<file path="src/rtl/cpu_pkg.sv">
// Shared CPU definitions: PC sequencer states and the execute-stage opcodes
// that feed the branch/halt decision.
package cpu_pkg;

  typedef enum logic [1:0] {
    BOOT   = 2'd0,
    RUN    = 2'd1,
    FLUSH  = 2'd2,
    HALTED = 2'd3
  } pc_state_e;

  localparam logic [4:0] OP_HALT = 5'b11111;
  localparam logic [4:0] OP_BEQ  = 5'b10011;
  localparam logic [4:0] OP_BLT  = 5'b10100;
  localparam logic [4:0] OP_BGT  = 5'b10101;
  localparam logic [4:0] OP_BNE  = 5'b10110;

  function automatic logic is_branch_op(input logic [4:0] op);
    return (op == OP_BEQ) || (op == OP_BLT) || (op == OP_BGT) || (op == OP_BNE);
  endfunction

endpackage

</file>
<file path="src/rtl/pc_unit.sv">
// Program counter sequencer: boot, sequential fetch, branch redirect with a
// one-cycle squash slot, and a terminal halt state left only through reset.
module pc_unit
  import cpu_pkg::*;
#(
  parameter int              PC_W     = 32,
  parameter logic [PC_W-1:0] RESET_PC = PC_W'(32'h0000_0000),
  parameter int              PC_INC   = 4
) (
  input  logic            clk,
  input  logic            rst,
  input  logic            stall,
  input  logic            pc_branch_sel,
  input  logic [PC_W-1:0] branch_target,
  input  logic            halt,
  output logic [PC_W-1:0] pc,
  output logic [PC_W-1:0] pc_next_seq,
  output logic            fetch_valid,
  output logic            flush,
  output logic            halted
);

  localparam logic [PC_W-1:0] INC        = PC_W'(PC_INC);
  localparam logic [PC_W-1:0] ALIGN_MASK = ~PC_W'(3);

  pc_state_e       state, state_d;
  logic [PC_W-1:0] pc_d;

  assign pc_next_seq = pc + INC;

  always_comb begin
    state_d = state;
    pc_d    = pc;
    case (state)
      BOOT: state_d = RUN;
      RUN: begin
        // halt wins over a simultaneous branch: no redirect, no flush
        if (halt) begin
          state_d = HALTED;
        end else if (pc_branch_sel) begin
          pc_d    = branch_target & ALIGN_MASK;
          state_d = FLUSH;
        end else if (!stall) begin
          pc_d = pc_next_seq;
        end
      end
      FLUSH: begin
        // branch/halt here belong to the squashed instruction
        if (!stall) pc_d = pc_next_seq;
        state_d = RUN;
      end
      HALTED: state_d = HALTED;
      default: state_d = BOOT;
    endcase
  end

  // Outputs are registered from the next state so they line up with it.
  always_ff @(posedge clk or posedge rst) begin
    if (rst) begin
      state       <= BOOT;
      pc          <= RESET_PC;
      fetch_valid <= 1'b0;
      flush       <= 1'b0;
      halted      <= 1'b0;
    end else begin
      state       <= state_d;
      pc          <= pc_d;
      fetch_valid <= (state_d == RUN);
      flush       <= (state_d == FLUSH);
      halted      <= (state_d == HALTED);
    end
  end

endmodule

</file>
<file path="config.mk">
export PLATFORM = sky130hd
export DESIGN_NAME = pc_unit
export DESIGN_NICKNAME = d
export VERILOG_FILES = /design/src/rtl/cpu_pkg.sv /design/src/rtl/pc_unit.sv
export SDC_FILE = /design/constraint.sdc
export NUM_CORES = 1
export LEC_CHECK = 0
export BUFFER_PORTS_ARGS = -buffer_cell sky130_fd_sc_hd__buf_2
export CELL_PAD_IN_SITES_DETAIL_PLACEMENT = 2
export CELL_PAD_IN_SITES_GLOBAL_PLACEMENT = 2
export CORE_MARGIN = 3
export CORE_UTILIZATION = 29
export CTS_BUF_LIST = sky130_fd_sc_hd__clkbuf_16
export DETAILED_ROUTE_END_ITERATION = 8
export PLACE_DENSITY_LB_ADDON = 0.1
export RECOVER_POWER = 100
export REMOVE_ABC_BUFFERS = 1
export SLEW_MARGIN = 0
export SYNTH_ARGS = -nofsm -noshare
export SYNTH_HDL_FRONTEND = slang
export SYNTH_SLANG_ARGS = --single-unit
</file>
<file path="constraint.sdc">
create_clock -name clk -period 2.8 [get_ports clk]
set_input_delay 0 -clock clk [delete_from_list [all_inputs] [get_ports clk]]
set_output_delay 0 -clock clk [all_outputs]
set_load 0.02 [all_outputs]
</file>
# Yosys cells after proc, flatten, opt, wreduce, memory -nomap -nowiden

Cells that the tools add are included.

Register bits: 37
Latch bits: 0
Memory bits (writable): 0
ROM bits: 0
Bits of input ports: 37
Output and inout bits: 67
Logic and storage cells: 24
Memories: 0

Add/subtract/negate cells: 1
Multipliers: 0
Div/mod/pow operators: 0
Order comparisons: 0
Eq/ne operators: 7
Shift operators: 0
Multiplexer cells: 7
Bitwise logic cells: 0
Reductions and logical operators: 4

Operator list:

| operator                                       | count |
|---|---|
| 2-to-1 mux 32 bit                              | 3 |
| case mux 32 bit (2 select lines)               | 1 |
| adder 32 x 3 -> 32 bit (second input constant) | 1 |
| == test 2 bit (second input constant)          | 4 |
| case mux 2 bit (3 select lines)                | 1 |
| == test 2 x 1 -> 1 bit (second input constant) | 2 |
| 2-to-1 mux 2 bit                               | 2 |
| zero test 2 bit                                | 1 |
| != test 2 bit (second input constant)          | 1 |
| AND reduction 2 bit                            | 1 |
| nonzero test 2 bit                             | 1 |
| OR reduction 2 bit                             | 1 |

# Logic depth before layout (Yosys ltp)

Gate-level depths: netlist of run 1.

Depth in word-level cells: 5
Depth in mapped cells: 7
Gate-level depth less buffers: 6

# Least setup slack after synthesis of run 1

Ideal clock, no wire load.

Kind: register to register
From: register pc[3]
To: register pc[28]
Library setup time: 0.099 ns
Arrival time: 1.954 ns
Required time: 2.701 ns
Path slack: 0.746 ns
Cell stages (with the launch flop): 8
Buffers on the path: 1
Period minus slack after synthesis: 2.054 ns
Path through: dfrtp_1 -> ha_1 -> and4_1 -> buf_4 -> nand4_4 -> nor4_4 -> a211oi_1 -> a311oi_1

Word-level cells in the longest chain between the ends: 5

Ends and longest elaborated chain:

| element                              | RTL line                     | text |
|---|---|---|
| start, declared                      | pc_unit.sv:16                | `output logic [PC_W-1:0] pc,` |
| start signal, assigned               | pc_unit.sv:67                | `pc <= pc_d;` |
| adder 32 x 3 -> 32 bit (*)           | pc_unit.sv:29                | `assign pc_next_seq = pc + INC;` |
| 2-to-1 mux 32 bit (*)                | pc_unit.sv:43, pc_unit.sv:49 |  |
| 2-to-1 mux 32 bit                    | pc_unit.sv:40                | `end else if (pc_branch_sel) begin` |
| 2-to-1 mux 32 bit                    | pc_unit.sv:38                | `if (halt) begin` |
| case mux 32 bit (2 select lines) (*) | pc_unit.sv:34                | `case (state)` |

Mark *: on every way between the ends. The rest lies on a longest branch, timed or not. The select of a mux whose other input is x is not followed.
A chain may end at the register's enable or synchronous reset.

# Worst setup path after layout of run 1

From: register pc[2]
To: output port pc_next_seq[28]

Word-level cells in the longest chain between the ends: 1

Ends and longest elaborated chain:

| element                | RTL line      | text |
|---|---|---|
| adder 32 x 3 -> 32 bit | pc_unit.sv:29 |  |
| end, declared          | pc_unit.sv:17 | `output logic [PC_W-1:0] pc_next_seq,` |

No other way between the ends.

==> flow_metrics.tcl, run 1 <==
set metrics [dict create \
    register_area_um2 876 \
    drcViolationCount 0 \
    n_antenna_cell 0 \
    p_int_mw 1.06 \
    power_switching_mw 0.704 \
    grt_pass1_vias 3033 \
    num_vias 2934 \
    yosys-top-cells-area "dfrtp_1 (33%), a21oi_1 (5.3%), xnor2_1 (5.3%)" \
    hp-class "input pin to register" \
    yosys.cell_types.count 55 \
    cap_violations 0 \
    yosysTopAreaCell "dfrtp_1" \
    ys_ff_latch 35 \
    syn-cell-area_um2 2640 \
    core_area_um2 8760 \
    ir_drop_mv 0.288 \
    critPathMaxStageDelay_ps 490 \
    gr-total-overflow 0 \
    fillers 1082 \
    finalHoldViolations 0 \
    p_per_area_nw_per_um2 535 \
    min_period_ps 2590 \
    synth_ff_type "dfrtp_1" \
    cp_slowest_cell "nor4_2" \
    multi_input_area_um2 1580 \
    vias_per_cell 5.62 \
    synthArstFlopShare_pct 100 \
    synth_top_cell_area_share_pct 33.2 \
    cts.path.max_buffers 2 \
    critPathKind "register to output pin" \
    drt_wl_total_um 10600 \
    worstMarginPinSlew_ps 1010 \
    fin_setup_tns_ps 0 \
    relSlewSlack_pct 33.0 \
    drv_slew 0 \
    numCtsBuffers 5 \
    std_cell_rows 34 \
    die-area_um2 10300 \
    fin_crit_sh_pct 92.4 \
    ioPinCount 104 \
    power_frac_clock_pct 30.9 \
    worstPathRequired_ps 2800 \
    synthTopCellsByCount "dfrtp_1 (35), a21oi_1 (28), nand2_1 (28)" \
    place_inst 511 \
    wl_per_cell_um 20.3 \
    grt_pass1_wl_um 16900 \
    combPwrFrac_pct 31.1 \
    antenna_found_initial 0 \
    cts_tree "built" \
    worst_ep_arrival_time_ps 2590 \
    r2r_setup_slack_ps 380 \
    final_nets 451 \
    io_buffers 97 \
    area_growth_pct 24.5 \
    ant_nets 0 \
    crit_fanout 10 \
    start_util_pct 30.1 \
    start_kind "register" \
    h-tree-depth 2 \
    synth_edf_count 0 \
    power_frac_seq_pct 38.0 \
    crit_family "simple AND/OR/NAND/NOR gates" \
    clkTransAtPathRegs_ps 60 \
    drt-initial-drc-count 142 \
    dp_hpwl_um 7530 \
    grt_use_total_pct 20.9 \
    synth.most_common_cell "dfrtp_1" \
    clock-sinks 35 \
    skew_ps 5.19 \
    path_buf_inv 1 \
    die_height_um 101 \
    p_leak_nw 1.36 \
    syn_area_per_cell_um2 8.36 \
    die_w_um 101 \
    fmax_mhz 387 \
    path_cells "ha_1 > and4_1 > nand4_4 > nor4_2 > xor2_1 > clkbuf_2" \
    insertion_delay_ps 280 \
    finalNonFillerCells 522 \
    end_kind "output pin" \
    gp_congestion 0.765 \
    p_sw_share_pct 40.0 \
    ys_seq_area_share_pct 33.2 \
    drtPass1Iterations 5 \
    syn_inst 316 \
    status "complete, no violations" \
    yosysWarnings 0 \
    rsz0062_at_grt "no" \
    cts_root_buf "clkbuf_16" \
    grt_max_degree 36 \
    setup_viol 0 \
    drive_gt1_share_pct 16.4 \
]
power groups by stage:
stage / Clock (mW) / Combinational, mW / Sequential, mW
3_5_place_dp: 0 / 0.582 / 0.675
6_report: 0.543 / 0.547 / 0.669
4_1_cts: 0.553 / 0.588 / 0.669
3_3_place_gp: 0 / 0.573 / 0.671
2_1_floorplan: 0 / 0.288 / 0.722
5_1_grt: 0.580 / 0.596 / 0.685
flip-flops by register name, indices dropped and copies added, names as in the netlist:
signal	flops
fetch_valid	1
flush	1
halted	1
pc	30
state	2
worst reg2reg max path, cell delays in order, from the launching register on:
cell	delay, ps
dfrtp_1	440
ha_1	280
and4_1	430
nand4_4	290
nor4_2	500
a211oi_1	130
a311oi_1	260
worst paths after layout:
path | depth (start not counted) | from | endpoint
min | 3 | branch_target[21] | pc[21]
max reg2reg | 6 | pc[2] | pc[28]
max in group asynchronous | 4 | rst | pc[31]
min reg2reg | 1 | pc[31] | pc[31]
min in group asynchronous | 4 | rst | fetch_valid
max | 6 | pc[2] | pc_next_seq[28]
routing by layer:
| layer | vias to the layer above | track usage (%) | share of wire [%] |
|---|---|---|---|
| li1 | 1355 | - | - |
| met5 | - | 0 | 0 |
| met1 | 1501 | 29.3 | 46 |
| met2 | 70 | 34.7 | 48 |
| met4 | 0 | 2.45 | 0.65 |
| met3 | 8 | 3.65 | 4.4 |
final cells by class:
class	count	area share (%)
clock buffers	5	3.80
flip-flops and latches	35	26.6
well taps	108	4.11
inverters	10	1.14
repair buffers	112	15.9
clock inverters	3	0.342
multi-input cells	249	48.1
kinds of logic (layout without fill, tap and decap cells):
group | count (synthesis) | count (layout) | synth area share, %
flops | 35 | 35 | 33.2
fa+ha+maj | 1 | 1 | 0.474
xor+xnor | 28 | 28 | 9.28
simple gates | 121 | 121 | 26.9
compound gates | 94 | 94 | 23.1
buf+inv | 35 | 130 | 6.58
other cells | 1 | 4 | 0.142
mux | 1 | 1 | 0.379
what timing repair did:
item,in CTS,in global routing
resized for setup,0,0
hold endpoints to repair,36,0
buffers inserted,0,0
hold buffers,3,0
through the flow:
stage	hold WS (ps)	cell area [µm²]	setup WS, ps	utilization [%]	power, mW
after floorplan	104	2520	687	-	1.01
after global placement	155	3230	514	36.8	1.24
after detailed placement	154	3230	427	36.8	1.26
after CTS	16.7	3390	176	38.7	1.81
after global routing	11.4	3290	11.6	37.5	1.86
final	12.7	3290	213	37.5	1.76
layout by cell type (no fill, tap or decap), types with 3 or more instances in the layout:
cell type      instances
a31oi_1                4
clkbuf_16              5
buf_4                  7
a211oi_1               5
buf_2                 38
nand4_1                8
o22ai_1               16
and4_1                 5
o41ai_1                3
or3_1                  7
nor4_1                 4
dlygate4sd3_1          3
nor2_1                24
nand2_1               28
nand3_1                9
a21oi_1               28
xnor2_1               16
and3_1                 8
xor2_1                12
dfrtp_1               35
nor3_1                10
clkbuf_2               7
a311oi_1              10
o21ai_0               13
inv_1                 11
clkbuf_1              57
conb_1                 4
No activity file was read; power rests on OpenSTA's default activity.
==> run 2, diff against run 1 <==
==> constraint.sdc (replaced) <==
create_clock -name clk -period 2.8 [get_ports clk]
set_input_delay 0.56 -clock clk [delete_from_list [all_inputs] [get_ports clk]]
set_output_delay 0.56 -clock clk [all_outputs]
set_load 0.02 [all_outputs]
==> run 2 against run 1 <==
- clock skew up 0.89 ps
- count of clock-buffer cells in the layout unchanged
- maximum frequency is 4.8% lower
- sequential cell count unchanged
- non-clock buffer count grew 17
- worst setup slack got worse by 130 ps
- cell area up 6.8%
- worst hold slack gained 540 ps
- routed wire length grew 3.0%
- largest power group is now combinational cells
- highest routed layer unchanged
==> flow_metrics.tcl, run 2 (synthesis gave the netlist of run 1 again) <==
set metrics [dict create \
    fin_setup_tns_ps 0 \
    gp_congestion 0.775 \
    cts_tree "built" \
    cts_root_buf "clkbuf_16" \
    die_w_um 101 \
    cts.path.max_buffers 2 \
    start_kind "register" \
    drtPass1Iterations 4 \
    end_kind "output pin" \
    drv_slew 0 \
    reg2reg_depth 5 \
    worst_ep_arrival_time_ps 2160 \
    crit_path_end "pc_next_seq[26]" \
    hp-class "input pin to register" \
    num_vias 2997 \
    final_cell_mix "buf_2 (67), dfrtp_1 (33), buf_4 (31)" \
    final_common_cell "buf_2" \
    n_antenna_cell 0 \
    dp_hpwl_um 7780 \
    ant_nets 0 \
    worst_slack_ps 82.9 \
    drive_gt1_share_pct 29.5 \
    utilization_pct 40.1 \
    top_register "pc" \
    start_util_pct 30.1 \
    grt_pass1_wl_um 17100 \
    place_inst 529 \
    die_height_um 101 \
    insertion_delay_ps 280 \
    area_growth_pct 33.0 \
    crit_fanout 7 \
    design_area_um2 3510 \
    worstPathRequired_ps 2240 \
    postCtsHoldBufs 0 \
    die-area_um2 10300 \
    r2r_setup_slack_ps 680 \
    ioPinCount 104 \
    vias_per_cell 5.57 \
    finalNonFillerCells 538 \
    fmax_mhz 368 \
    drcViolationCount 0 \
    relSlewSlack_pct 32.0 \
    wl_per_cell_um 20.2 \
    final_nets 468 \
    io_buffers 97 \
    clock-sinks 35 \
    skew_ps 6.09 \
    std_cell_rows 34 \
    clkTransAtPathRegs_ps 60 \
    rsz0062_at_grt "yes" \
    ir_drop_mv 0.284 \
    h-tree-depth 2 \
    drt_wl_total_um 10900 \
    place_ws_ps 226 \
    min_period_ps 2720 \
    gr-total-overflow 0 \
    numCtsBuffers 5 \
    core_area_um2 8760 \
    reg_top3 "pc x30, state x2" \
    grt_use_total_pct 21.1 \
    p_per_area_nw_per_um2 523 \
    placed_cell_area_um2 3360 \
    worstReg2RegEnd "pc[25]" \
    largest_register_ffs 30 \
    fin_crit_sh_pct 97.0 \
    crit_path_start "pc[2]" \
    rr_startpoint "state[0]" \
    status "complete, no violations" \
    cap_violations 0 \
    p_leak_nw 1.58 \
    worstMarginPinSlew_ps 1020 \
    setup_viol 0 \
    drt-initial-drc-count 66 \
    finalHoldViolations 0 \
    grt_max_degree 36 \
    critPathKind "register to output pin" \
    antenna_found_initial 0 \
    grt_pass1_vias 3162 \
]
run 2: changes by cell type in the layout (fill, tap and decap cells not counted), sizes merged:
cell,before,now
buf,45,98
clkbuf,69,36
dlygate4sd3,3,0
inv,11,10
run 2: layout make-up:
type | count | area [µm²]
Clock buffer | 5 | 125
Clock inverter | 2 | 8.76
Fill cell | 1054 | 5250
Inverter | 10 | 37.5
Multi-Input combinational cell | 249 | 1640
Sequential cell | 35 | 878
Tap cell | 108 | 135
Timing Repair Buffer | 129 | 686
run 2: power breakdown:
| part | leakage (nW) | internal, mW | switching [mW] | total, mW |
|---|---|---|---|---|
| Combinational | 1.09 | 0.236 | 0.427 | 0.663 |
| Clock | 0.0671 | 0.320 | 0.223 | 0.543 |
| Sequential | 0.423 | 0.561 | 0.0692 | 0.630 |
| Total | 1.58 | 1.12 | 0.719 | 1.84 |
run 2: per-layer routing:
metal	routed length, µm	global-route usage (%)	up-vias
li1	-	-	1399
met1	4930	28.8	1520
met2	5430	35.4	73
met4	66	4.29	0
met5	0	0	-
met3	453	3.10	5
run 2: worst max-delay path: stages (launching register included):
cell and delay (ps):
dfrtp_2 410, ha_1 190, and4_4 290, nand2_2 140
nor4_4 390, nand2_1 140, xnor2_2 150, buf_4 160
run 2: worst min-delay path by stage:
stage / startpoint / end / cells past startpoint
finish: pc_branch_sel / fetch_valid / 2
global route: pc_branch_sel / fetch_valid / 2
CTS: rst / halted / 3
detailed placement: pc[28] / pc[28] / 1
global placement: pc[31] / pc[31] / 1
floorplan: state[1] / fetch_valid / 1
run 2: timing repair:
action,4_1_cts,5_1_grt
setup endpoints to repair,6,13
pin swaps,2,2
gates resized for setup,5,9
setup buffers,1,1
run 2: metrics by stage:
stage / power, mW / hold WS [ps]
global placement: 1.29 / 550
CTS: 1.86 / 417
finish: 1.84 / 548
detailed placement: 1.30 / 570
floorplan: 1.01 / 536
global route: 1.94 / 576
